===== config.mk =====
export PLATFORM = sky130hd
export DESIGN_NAME = gt_4bit
export DESIGN_NICKNAME = d
export VERILOG_FILES = /design/src/rtl/gt_cmp_pkg.sv /design/src/rtl/gt_cell.sv /design/src/rtl/gt_4bit.sv
export SDC_FILE = /design/constraint.sdc
export NUM_CORES = 1
export LEC_CHECK = 0
export BUFFER_PORTS_ARGS = -buffer_cell sky130_fd_sc_hd__buf_2
export CORE_AREA = 2 2 39 41
export DETAILED_ROUTE_END_ITERATION = 10
export DIE_AREA = 0 0 41 43
export SYNTH_ARGS = -nofsm -noshare
export SYNTH_HDL_FRONTEND = slang
export SYNTH_SLANG_ARGS = --single-unit

===== constraint.sdc =====
create_clock -name clk -period 0.8 [get_ports clk]
set_input_delay 0.04 -clock clk [delete_from_list [all_inputs] [get_ports clk]]
set_output_delay 0.04 -clock clk [all_outputs]
set_load 0.01 [all_outputs]

===== src/rtl/gt_cmp_pkg.sv =====
// Shared types and defaults for the registered magnitude comparator.
package gt_cmp_pkg;

  localparam int unsigned GT_DEFAULT_WIDTH = 4;

  typedef enum logic [1:0] {
    CMP_EQ,
    CMP_GT,
    CMP_LT
  } cmp_state_t;

endpackage


===== src/rtl/gt_cell.sv =====
// One bit of the MSB-first compare cascade: forwards a decided result, resolves an undecided one.
module gt_cell
  import gt_cmp_pkg::*;
(
  input  logic       a_bit,
  input  logic       b_bit,
  input  cmp_state_t cmp_in,
  output cmp_state_t cmp_out
);

  always_comb begin
    cmp_out = cmp_in;
    if ((cmp_in == CMP_EQ) && (a_bit != b_bit)) begin
      cmp_out = a_bit ? CMP_GT : CMP_LT;
    end
  end

endmodule


===== src/rtl/gt_4bit.sv =====
// Registered unsigned a > b comparator with one cycle latency.
// Defining GT_4BIT_FULL_CMP_EN adds registered aeqb and altb outputs.
module gt_4bit
  import gt_cmp_pkg::*;
#(
  parameter int unsigned WIDTH = GT_DEFAULT_WIDTH
) (
  input  logic             clk,
  input  logic             rst,
  input  logic             in_valid,
  input  logic [WIDTH-1:0] a,
  input  logic [WIDTH-1:0] b,
  output logic             out_valid,
  output logic             agtb
`ifdef GT_4BIT_FULL_CMP_EN
  ,
  output logic             aeqb,
  output logic             altb
`endif
);

  // w_chain[WIDTH] seeds the MSB cell; w_chain[0] is the final verdict.
  cmp_state_t w_chain [WIDTH:0];

  assign w_chain[WIDTH] = CMP_EQ;

  for (genvar gi = 0; gi < WIDTH; gi++) begin : g_cell
    gt_cell u_cell (
      .a_bit   (a[gi]),
      .b_bit   (b[gi]),
      .cmp_in  (w_chain[gi+1]),
      .cmp_out (w_chain[gi])
    );
  end

  logic r_valid;
  logic r_agtb;

  always_ff @(posedge clk) begin
    if (rst) begin
      r_valid <= 1'b0;
      r_agtb  <= 1'b0;
    end else begin
      r_valid <= in_valid;
      if (in_valid) begin
        r_agtb <= (w_chain[0] == CMP_GT);
      end
    end
  end

  assign out_valid = r_valid;
  assign agtb      = r_agtb;

`ifdef GT_4BIT_FULL_CMP_EN
  logic r_aeqb;
  logic r_altb;

  always_ff @(posedge clk) begin
    if (rst) begin
      r_aeqb <= 1'b0;
      r_altb <= 1'b0;
    end else if (in_valid) begin
      r_aeqb <= (w_chain[0] == CMP_EQ);
      r_altb <= (w_chain[0] == CMP_LT);
    end
  end

  assign aeqb = r_aeqb;
  assign altb = r_altb;
`endif

endmodule


Yosys cells after proc, flatten, opt, wreduce, memory -nomap -nowiden
Index checks and enable logic that the tools add are counted.

Register bits: 2. Bits of input ports: 11. Output and inout bits: 2. Logic and storage cells: 21.

Equal/unequal tests: 5. Multiplexer cells: 8. Reductions and logical operators: 6.

Operators by type and width (number): $mux 2 (8); $logic_not 2->1 (3); $ne 1x1->1 (4); $logic_and 1x1->1 (3); $eq 2x1->1 const B (1).

Logic depth before layout (Yosys ltp)
Gate-level depths: netlist of run 1.

Depth in word-level cells: 12. Mapped depth: 5. Depth with buffers taken out: 5.

Hierarchy
A second synthesis of run 1 with hierarchy kept.

Cell total of the unflattened synthesis: 23. Area, all modules: 172.7 µm².

By module, submodules not included: gt_cell (times used 4, cells an instance 4, area an instance 25.0 µm²); gt_4bit (times used 1, cells an instance 7, area an instance 72.6 µm²).

Worst setup path before layout of run 1
No wires, ideal clock.

Kind: input-to-reg. From: input port b[3]. To: register r_agtb (netlist: agtb). Library setup time: 115 ps. Data arrival time: 672 ps. Data required time: 685 ps. Path slack: 12 ps. Cell stages on the path: 5. Path through: inv_1 -> ha_1 -> a311oi_1 -> o21ai_1 -> a31o_1.

Word-level cells in the longest chain between the ends: 12.

RTL lines: start, declared (RTL line gt_4bit.sv:12) `input logic [WIDTH-1:0] b,`; $ne 1x1->1 (*) (RTL line gt_cell.sv:13) `if ((cmp_in == CMP_EQ) && (a_bit != b_bit)) begin`; $mux 2 (*) (RTL line gt_cell.sv:13); $logic_not 2->1 (RTL line gt_cell.sv:13); $logic_and 1x1->1 (RTL line gt_cell.sv:13); $mux 2 (*) (RTL line gt_cell.sv:13); $logic_not 2->1 (RTL line gt_cell.sv:13); $logic_and 1x1->1 (RTL line gt_cell.sv:13); $mux 2 (*) (RTL line gt_cell.sv:13); $logic_not 2->1 (RTL line gt_cell.sv:13); $logic_and 1x1->1 (RTL line gt_cell.sv:13); $mux 2 (*) (RTL line gt_cell.sv:13); $eq 2x1->1 (*) (RTL line gt_4bit.sv:46) `r_agtb <= (w_chain[0] == CMP_GT);`; end signal, assigned (RTL line gt_4bit.sv:46); end, declared (RTL line gt_4bit.sv:37) `logic r_agtb;`.

Mark *: on every way between the ends. The rest lies on a longest branch, timed or not. A chain may end at the register's enable or synchronous reset.

Worst setup path in the final report of run 1
From: input port a[3]. To: register r_agtb (netlist: agtb).

Word-level cells in the longest chain between the ends: 12.

RTL lines: start, declared (RTL line gt_4bit.sv:11) `input logic [WIDTH-1:0] a,`; $mux 2 / $ne 1x1->1 (equally long branches) (RTL line gt_cell.sv:14, gt_cell.sv:13); $mux 2 (*) (RTL line gt_cell.sv:13); $logic_not 2->1 (RTL line gt_cell.sv:13); $logic_and 1x1->1 (RTL line gt_cell.sv:13); $mux 2 (*) (RTL line gt_cell.sv:13); $logic_not 2->1 (RTL line gt_cell.sv:13); $logic_and 1x1->1 (RTL line gt_cell.sv:13); $mux 2 (*) (RTL line gt_cell.sv:13); $logic_not 2->1 (RTL line gt_cell.sv:13); $logic_and 1x1->1 (RTL line gt_cell.sv:13); $mux 2 (*) (RTL line gt_cell.sv:13); $eq 2x1->1 (*) (RTL line gt_4bit.sv:46).

Marked as above.

==> qor.csv, run 1 <==
metric;value;unit
Setup crit start kind;primary input;
Leak Pwr;0.128;nW
CTS Hold Bufs;0;
post-DR wirelength/cell;6.36;um
final non-filler cell area;245;um^2
R2R cell count;2;
Tmin final;0.718;ns
total gr overflow;0;
largest vdd supply drop;361;uV
total track usage;0.0490;
Slew Limit Fails;0;
CTS H-tree depth;1;
Starting Density;0.103;
worst-margin pin slew;0.214;ns
Hold Path Class;in -> reg;
area of placed instances;223;um^2
Final ANT Viol Nets;0;
TritonCTS sink count;2;
Sequential cell area;40.0;um^2
Critical Path AT;0.83;ns
crit-path max FO;2;
commonest cells after routing, fill and taps aside;buf_2 (12), inv_1 (3), clkbuf_4 (3);
Final Hold Fails;0;
post-synthesis cell area;143;um^2
unrepaired setup endpoints after global routing;false;
Design Power;0.395;mW
DR iter-0 viols;1;
Syn Nets;29;
setup bufs post-CTS;0;
drt first pass iters;2;
CTS tree;done;
pin count of the biggest net entering global routing;3;
Synth Area in Compound Gates;0.158;
Area growth syn-to-layout;71.9;%
Worst Hold Path Cells;2;
crit share post-route;0.898;
core area;1380;um^2
Final #Nets;46;
post-DR vias/cell;3.38;
max_cap viols;0;
root buf cell;clkbuf_4;
sequential element share of the synthesized area;0.281;
GPL Wtd Cong;0.572;
first-pass GRT wire length;545;um
layout cells sized above 1;0.516;
Synth Area in Simple Gates;0.307;
Setup TNS;0;ns
CTS Buffer Depth;2;
ant diodes;0;
Hold Slack;0.0177;ns
HPWL Detailed;269;um
status;complete, no violations;
Inst Count DP;44;
DIE HEIGHT;43;um
Synth Register Bits;2;
vias in the first global route;164;
initial antenna violation count;0;
Power Density;1610;nW/um^2
CTS buffer count;3;
final setup fails;0;
DIE AREA;1760;um^2
CP endpoint kind;flop;
synth unique cells;11;
largest family of logic cells by synthesized area;simple AND/OR/NAND/NOR gates;
fin util;0.177;
Synth warnings;0;
Post-Syn Area per Cell;8.91;um^2
relative slew slack;0.857;
FMAX;1390;MHz
Adder-Cell Fraction of Synth Area;0.175;
Residual DRC;0;
clock skew;0;ns
vias after detailed routing;159;
post-cts sizing count;0;
clock-pin slew on the worst setup and hold paths;0.03;ns
post-route non-filler standard cell count;47;
critical path class;in -> reg;
multi-input logic area;91.3;um^2
Port Buffers;12;
final worst slack;0.0816;ns
CP Data Required Time;0.91;ns
filler cell count;149;
cell row count;14;
post-synthesis mux area share;0;
Worst-Skew Late Latency;0.22;ns
# IOs;13;
fraction of synthesized cell area in xor and xnor cells;0;
die width;41;um
Syn Inst Count;16;
total wire length;299;um
most common cell after layout, fill and taps aside;buf_2;
pre-CTS WS;-0.162;ns
==> kinds of logic (layout without fill, tap and decap cells) <==
family,after synthesis,count (layout)
compound gates,3,3
fa+ha+maj,2,2
buf+inv,3,18
flops,2,2
simple gates,6,6
==> registers in the layout, summed over array words and instances (netlist names) <==
register   cells
agtb           1
out_valid      1
==> worst max-delay path, stage by stage <==
cell and delay (ns):
buf_2 0.11, ha_1 0.19, a311oi_1 0.20, o21ai_1 0.10
a31o_1 0.20
==> worst paths after layout <==
kind / start / end / slack, ns
setup / recovery: a[3] / agtb$_SDFFE_PP0P_ / 0.08
hold / removal: rst / out_valid$_SDFF_PP0_ / 0.02
hold reg to reg: agtb$_SDFFE_PP0P_ / agtb$_SDFFE_PP0P_ / 0.62
setup reg to reg: agtb$_SDFFE_PP0P_ / agtb$_SDFFE_PP0P_ / 0.11
==> power by group <==
part           total, mW  switching (mW)  internal [mW]
logic             0.0711          0.0302         0.0409
clock network      0.215          0.0502          0.165
registers          0.109         0.00183          0.107
==> synth_stat cells <==
library cell | instances | share of area
inv_1 | 3 | 0.079
dfxtp_1 | 2 | 0.28
ha_1 | 2 | 0.18
nand3b_1 | 2 | 0.11
a311oi_1 | 1 | 0.061
a31o_1 | 1 | 0.061
nand2b_1 | 1 | 0.044
nor2b_1 | 1 | 0.044
nor2b_2 | 1 | 0.061
nor3b_1 | 1 | 0.053
o21ai_1 | 1 | 0.035
==> routing by layer <==
layer  up-vias  GRT usage  wire length (um)
met5         -          0                 0
met1        60     0.0508               151
li1         86          -                 -
met2        13     0.0656                90
met4         0     0.0400                 0
met3         0     0.0314                58
==> layout make-up <==
| class | instances | share of cell area |
|---|---|---|
| Sequential cell | 2 | 0.163 |
| Multi-Input combinational cell | 11 | 0.372 |
| Inverter | 3 | 0.0459 |
| Timing Repair Buffer | 12 | 0.245 |
| Tap cell | 16 | 0.0816 |
| Clock buffer | 3 | 0.0918 |
(Power assumes the default switching activity.)
==> run 2: changes to the inputs <==
--- a/config.mk
+++ b/config.mk
@@ -10,4 +10,6 @@
 export DETAILED_ROUTE_END_ITERATION = 10
 export DIE_AREA = 0 0 41 43
+export GPL_TIMING_DRIVEN = 0
+export PLACE_DENSITY_LB_ADDON = 0.12
 export SYNTH_ARGS = -nofsm -noshare
 export SYNTH_HDL_FRONTEND = slang
==> constraint.sdc (replaced) <==
create_clock -name clk -period 0.8 [get_ports clk]
set_input_delay 0.04 -clock clk [delete_from_list [all_inputs] [get_ports clk]]
set_output_delay 0.04 -clock clk [all_outputs]
set_load 0.05 [all_outputs]
==> run 2 against run 1 <==
Compared with the run above: non-clock buffer count did not move; clock-buffer cell count grew 1; global-route usage increased by 0.51 points; critical path depth down 4; wire length is 12% higher; die area stayed put; worst hold slack got worse by 0.013 ns; cell count up 2.1%; maximum frequency down 4.2%; sequential share of layout area is 0.42 points higher; critical endpoint is now agtb; largest power group unchanged.
==> qor.csv, run 2 (synthesized netlist as in run 1, its figures left out) <==
metric;value;unit;change
post-route non-filler standard cell count;48;;was 47
final worst slack;0.0501;ns;was 0.0816 ns
max_cap viols;0;;unchanged
worst path bufs/invs;1;;unchanged
Slew Limit Fails;0;;unchanged
total gr overflow;0;;unchanged
Clk pwr share;0.549;;was 0.544
Final ANT Viol Nets;0;;unchanged
Tmin final;0.750;ns;was 0.718 ns
final non-filler cell area;262;um^2;was 245 um^2
crit-path max FO;2;;unchanged
layout cells sized above 1;0.531;;was 0.516
core area;1380;um^2;unchanged
status;complete, no violations;;unchanged
DIE HEIGHT;43;um;unchanged
crit-path cells;buf_6;;was buf_2 -> ha_1 -> a311oi_1 -> o21ai_1 -> a31o_1
relative slew slack;0.841;;was 0.857
largest vdd supply drop;254;uV;was 361 uV
Port Buffers;12;;unchanged
clock skew;0;ns;unchanged
crit share post-route;0.937;;was 0.898
DIE AREA;1760;um^2;unchanged
vias after detailed routing;159;;unchanged
CP endpoint kind;output port;;was flop
Switching Power;0.117;mW;was 0.0822 mW
pin count of the biggest net entering global routing;3;;unchanged
DR iter-0 viols;0;;was 1
area of placed instances;226;um^2;was 223 um^2
Leak Pwr;0.131;nW;was 0.128 nW
crit path launch;agtb$_SDFFE_PP0P_;;was a[3]
HPWL Detailed;290;um;was 269 um
commonest cells after routing, fill and taps aside;buf_2 (10), inv_1 (3), clkbuf_4 (3);;was buf_2 (12), inv_1 (3), clkbuf_4 (3)
Area growth syn-to-layout;83.3;%;was 71.9%
CTS H-tree depth;1;;unchanged
Hold Slack;0.00431;ns;was 0.0177 ns
Final #Nets;46;;unchanged
Pint;0.339;mW;was 0.313 mW
total track usage;0.0541;;was 0.0490
TritonCTS sink count;2;;unchanged
Hold Crit Start;rst;;unchanged
total wire length;336;um;was 299 um
CTS buffer count;3;;unchanged
Residual DRC;0;;unchanged
clock-pin slew on the worst setup and hold paths;0.04;ns;was 0.03 ns
CTS Buffer Depth;2;;unchanged
Slowest cell on crit path;dfxtp_4;;was a311oi_1
Final Hold Fails;0;;unchanged
Setup crit start kind;flop;;was primary input
Hold Path Class;in -> reg;;unchanged
final setup fails;0;;unchanged
CTS tree;done;;unchanged
fin util;0.189;;was 0.177
Flop pwr share;0.239;;was 0.276
Setup TNS;0;ns;unchanged
FMAX;1330;MHz;was 1390 MHz
Inst Count DP;44;;unchanged
Critical Path AT;0.71;ns;was 0.83 ns
die width;41;um;unchanged
post-DR vias/cell;3.31;;was 3.38
vias in the first global route;168;;was 164
first-pass GRT wire length;565;um;was 545 um
post-DR wirelength/cell;7.00;um;was 6.36 um
Power Density;1740;nW/um^2;was 1610 nW/um^2
CP Data Required Time;0.76;ns;was 0.91 ns
unrepaired setup endpoints after global routing;false;;unchanged
critical path class;reg -> out;;was in -> reg
Comb power frac;0.211;;was 0.180
worst-margin pin slew;0.236;ns;was 0.214 ns
drt first pass iters;1;;was 2
Crit path max-delay family;flip-flops;;was compound AO/OA/AOI/OAI gates
Starting Density;0.103;;unchanged
CP max stage delay;0.33;ns;was 0.20 ns
ant diodes;0;;unchanged
Design Power;0.456;mW;was 0.395 mW
pre-CTS WS;-0.191;ns;was -0.162 ns
most common cell after layout, fill and taps aside;buf_2;;unchanged
cell row count;14;;unchanged
Worst-Skew Late Latency;0.23;ns;was 0.22 ns
GPL Wtd Cong;0.603;;was 0.572
sw frac;0.257;;was 0.208
root buf cell;clkbuf_4;;unchanged
initial antenna violation count;0;;unchanged
# IOs;13;;unchanged
R2R Path Start;agtb$_SDFFE_PP0P_;;unchanged
run 2: cell count changes in the layout (fill, tap and decap cells not counted):
cell and delta:
buf_2 -2, buf_4 +1, buf_6 +1, clkbuf_1 +1, dfxtp_1 -1, dfxtp_4 +1
run 2: timing repair:
action,in CTS,in global routing
hold endpoints to repair,1,0
endpoints found under the setup margin,2,2
resized for setup,2,1
pin swaps,0,1
hold buffers,1,0
setup buffers,0,0
run 2: power by group through the flow:
stage	clock network, mW	registers, mW	logic, mW
finish	0.251	0.109	0.0964
global route	0.280	0.110	0.107
CTS	0.267	0.109	0.0990
detailed placement	0	0.110	0.0915
global placement	0	0.109	0.0899
floorplan	0	0.133	0.0297
run 2: layer usage:
| layer | vias to the layer above | global-route usage | part of all wire |
|---|---|---|---|
| met5 | - | 0 | 0 |
| met4 | 0 | 0.0800 | 0 |
| met3 | 0 | 0.0314 | 0.17 |
| met2 | 13 | 0.0656 | 0.38 |
| met1 | 59 | 0.0478 | 0.45 |
| li1 | 87 | - | - |
run 2: worst paths after layout:
path | to | slack (ns) | cells after the start
min reg2reg | agtb$_SDFFE_PP0P_ | 0.65 | 2
max reg2reg | agtb$_SDFFE_PP0P_ | 0.06 | 2
max | agtb | 0.05 | 1
min | out_valid$_SDFF_PP0_ | 0.004 | 2
run 2: layout make-up:
| cell class | count | area, um^2 |
|---|---|---|
| repair buffers | 12 | 68.8 |
| multi-input cells | 11 | 91.3 |
| well taps | 16 | 20.0 |
| inverters | 3 | 11.3 |
| clock buffers | 4 | 26.3 |
| fillers | 155 | 1120 |
| flip-flops and latches | 2 | 43.8 |
==> run 3: changes to the inputs <==
- REMOVE_ABC_BUFFERS: not set -> 1
==> run 3 against run 2 <==
Compared with the run above: critical path depth stayed put; worst hold slack gained 0.16 ns; global-route usage fell by 0.10 points; largest cell class unchanged; largest power group unchanged.
==> qor.csv, run 3 (synthesized netlist as in run 1, its figures left out) <==
metric;value;unit;change
Hold Slack;0.167;ns;was 0.00431 ns
final worst slack;0.0506;ns;was 0.0501 ns
clock skew;0;ns;unchanged
area of placed instances;223;um^2;was 226 um^2
CP max stage delay;0.33;ns;about the same
post-DR wirelength/cell;6.98;um;was 7.00 um
r2r endpoint;agtb$_SDFFE_PP0P_;;unchanged
CTS buffer count;3;;unchanged
GPL Wtd Cong;0.586;;was 0.603
most common cell after layout, fill and taps aside;buf_2;;unchanged
clock-pin slew on the worst setup and hold paths;0.03;ns;was 0.04 ns
crit-path cells;buf_6;;unchanged
Tmin final;0.749;ns;was 0.750 ns
final non-filler cell area;270;um^2;was 262 um^2
Worst-Skew Late Latency;0.22;ns;was 0.23 ns
unrepaired setup endpoints after global routing;false;;unchanged
Crit path max-delay family;flip-flops;;unchanged
worst-margin pin slew;0.203;ns;was 0.236 ns
R2R Path Start;agtb$_SDFFE_PP0P_;;unchanged
total wire length;335;um;was 336 um
total gr overflow;0;;unchanged
fin util;0.195;;was 0.189
HPWL Detailed;280;um;was 290 um
relative slew slack;0.865;;was 0.841
crit path launch;agtb$_SDFFE_PP0P_;;unchanged
final setup fails;0;;unchanged
Critical Path AT;0.71;ns;about the same
cell row count;14;;unchanged
initial antenna violation count;0;;unchanged
CTS Buffer Depth;2;;unchanged
Hold EP;agtb$_SDFFE_PP0P_;;was out_valid$_SDFF_PP0_
Slew Limit Fails;0;;unchanged
layout cells sized above 1;0.531;;unchanged
vias in the first global route;147;;was 168
CP Data Required Time;0.76;ns;about the same
critical path class;reg -> out;;unchanged
Setup crit start kind;flop;;unchanged
first-pass GRT wire length;524;um;was 565 um
status;complete, no violations;;unchanged
drt first pass iters;1;;unchanged
core area;1380;um^2;unchanged
post-DR vias/cell;3.60;;was 3.31
pin count of the biggest net entering global routing;3;;unchanged
Setup TNS;0;ns;unchanged
TritonCTS sink count;2;;unchanged
CTS tree;done;;unchanged
crit-path max FO;2;;unchanged
R2R cell count;2;;unchanged
post-route non-filler standard cell count;48;;unchanged
crit share post-route;0.937;;about the same
Final Hold Fails;0;;unchanged
DR iter-0 viols;0;;unchanged
Final ANT Viol Nets;0;;unchanged
DIE AREA;1760;um^2;unchanged
vias after detailed routing;173;;was 159
total track usage;0.0531;;was 0.0541
Power Density;1610;nW/um^2;was 1740 nW/um^2
Inst Count DP;44;;unchanged
Port Buffers;12;;unchanged
CP endpoint kind;output port;;unchanged
Hold Path Class;in -> reg;;unchanged
Starting Density;0.103;;unchanged
max_cap viols;0;;unchanged
DIE HEIGHT;43;um;unchanged
Area growth syn-to-layout;89.5;%;was 83.3%
root buf cell;clkbuf_4;;unchanged
Slowest cell on crit path;dfxtp_1;;was dfxtp_4
ant diodes;0;;unchanged
largest vdd supply drop;349;uV;was 254 uV
# IOs;13;;unchanged
pre-CTS WS;-0.227;ns;was -0.191 ns
FMAX;1330;MHz;about the same
worst path bufs/invs;1;;unchanged
Leak Pwr;0.136;nW;was 0.131 nW
die width;41;um;unchanged
CTS H-tree depth;1;;unchanged
commonest cells after routing, fill and taps aside;buf_2 (10), inv_1 (3), clkbuf_4 (3);;unchanged
Hold Crit Start;rst;;unchanged
Final #Nets;47;;was 46
worst reg2reg setup slack;0.08;ns;was 0.06 ns
Worst Hold Path Cells;3;;was 2
Design Power;0.435;mW;was 0.456 mW
Residual DRC;0;;unchanged
[run 3: cell types whose count changed in the layout (fill, tap and decap cells not counted)]
cell / change
dfxtp_4: -1
dlygate4sd3_1: +1
dfxtp_1: +1
a311oi_1: -1
clkbuf_1: -1
a311oi_2: +1
[run 3: worst reg2reg max path: stages (launching register included)]
cell and delay (ns):
dfxtp_1 0.30, nor3b_1 0.13, a31o_1 0.17
[run 3: worst max path at each step]
stage	end	slack [ns]	cells after the start
after floorplan	agtb$_SDFFE_PP0P_	-0.19	2
after global placement	agtb$_SDFFE_PP0P_	-0.20	5
after detailed placement	agtb$_SDFFE_PP0P_	-0.23	6
after CTS	agtb$_SDFFE_PP0P_	0.006	6
after global routing	agtb$_SDFFE_PP0P_	0.008	5
final	agtb	0.05	1
[run 3: final cells by class]
class,count,area [um^2]
clock buffers,3,22.5
fillers,163,1110
inverters,3,11.3
multi-input cells,11,97.6
flip-flops and latches,2,40.0
well taps,16,20.0
repair buffers,13,78.8
[run 3: layer usage]
metal	routed length (um)	GRT usage	vias to the layer above
met5	0	0	-
met4	24	0.100	0
met3	80	0.0157	4
met2	109	0.0563	15
met1	120	0.0541	67
li1	-	-	87
[run 3: timing repair]
item,4_1_cts,5_1_grt
endpoints found under the hold margin,1,0
gates resized for setup,2,2
hold buffers,1,0
endpoints found under the setup margin,2,2
buffers inserted,0,0
[run 3: report_power, final]
part / internal [mW] / leakage [nW] / switching, mW
Clock: 0.165 / 0.0138 / 0.0544
Sequential: 0.107 / 0.0166 / 0.00279
Combinational: 0.0525 / 0.106 / 0.0527
Total: 0.325 / 0.136 / 0.110
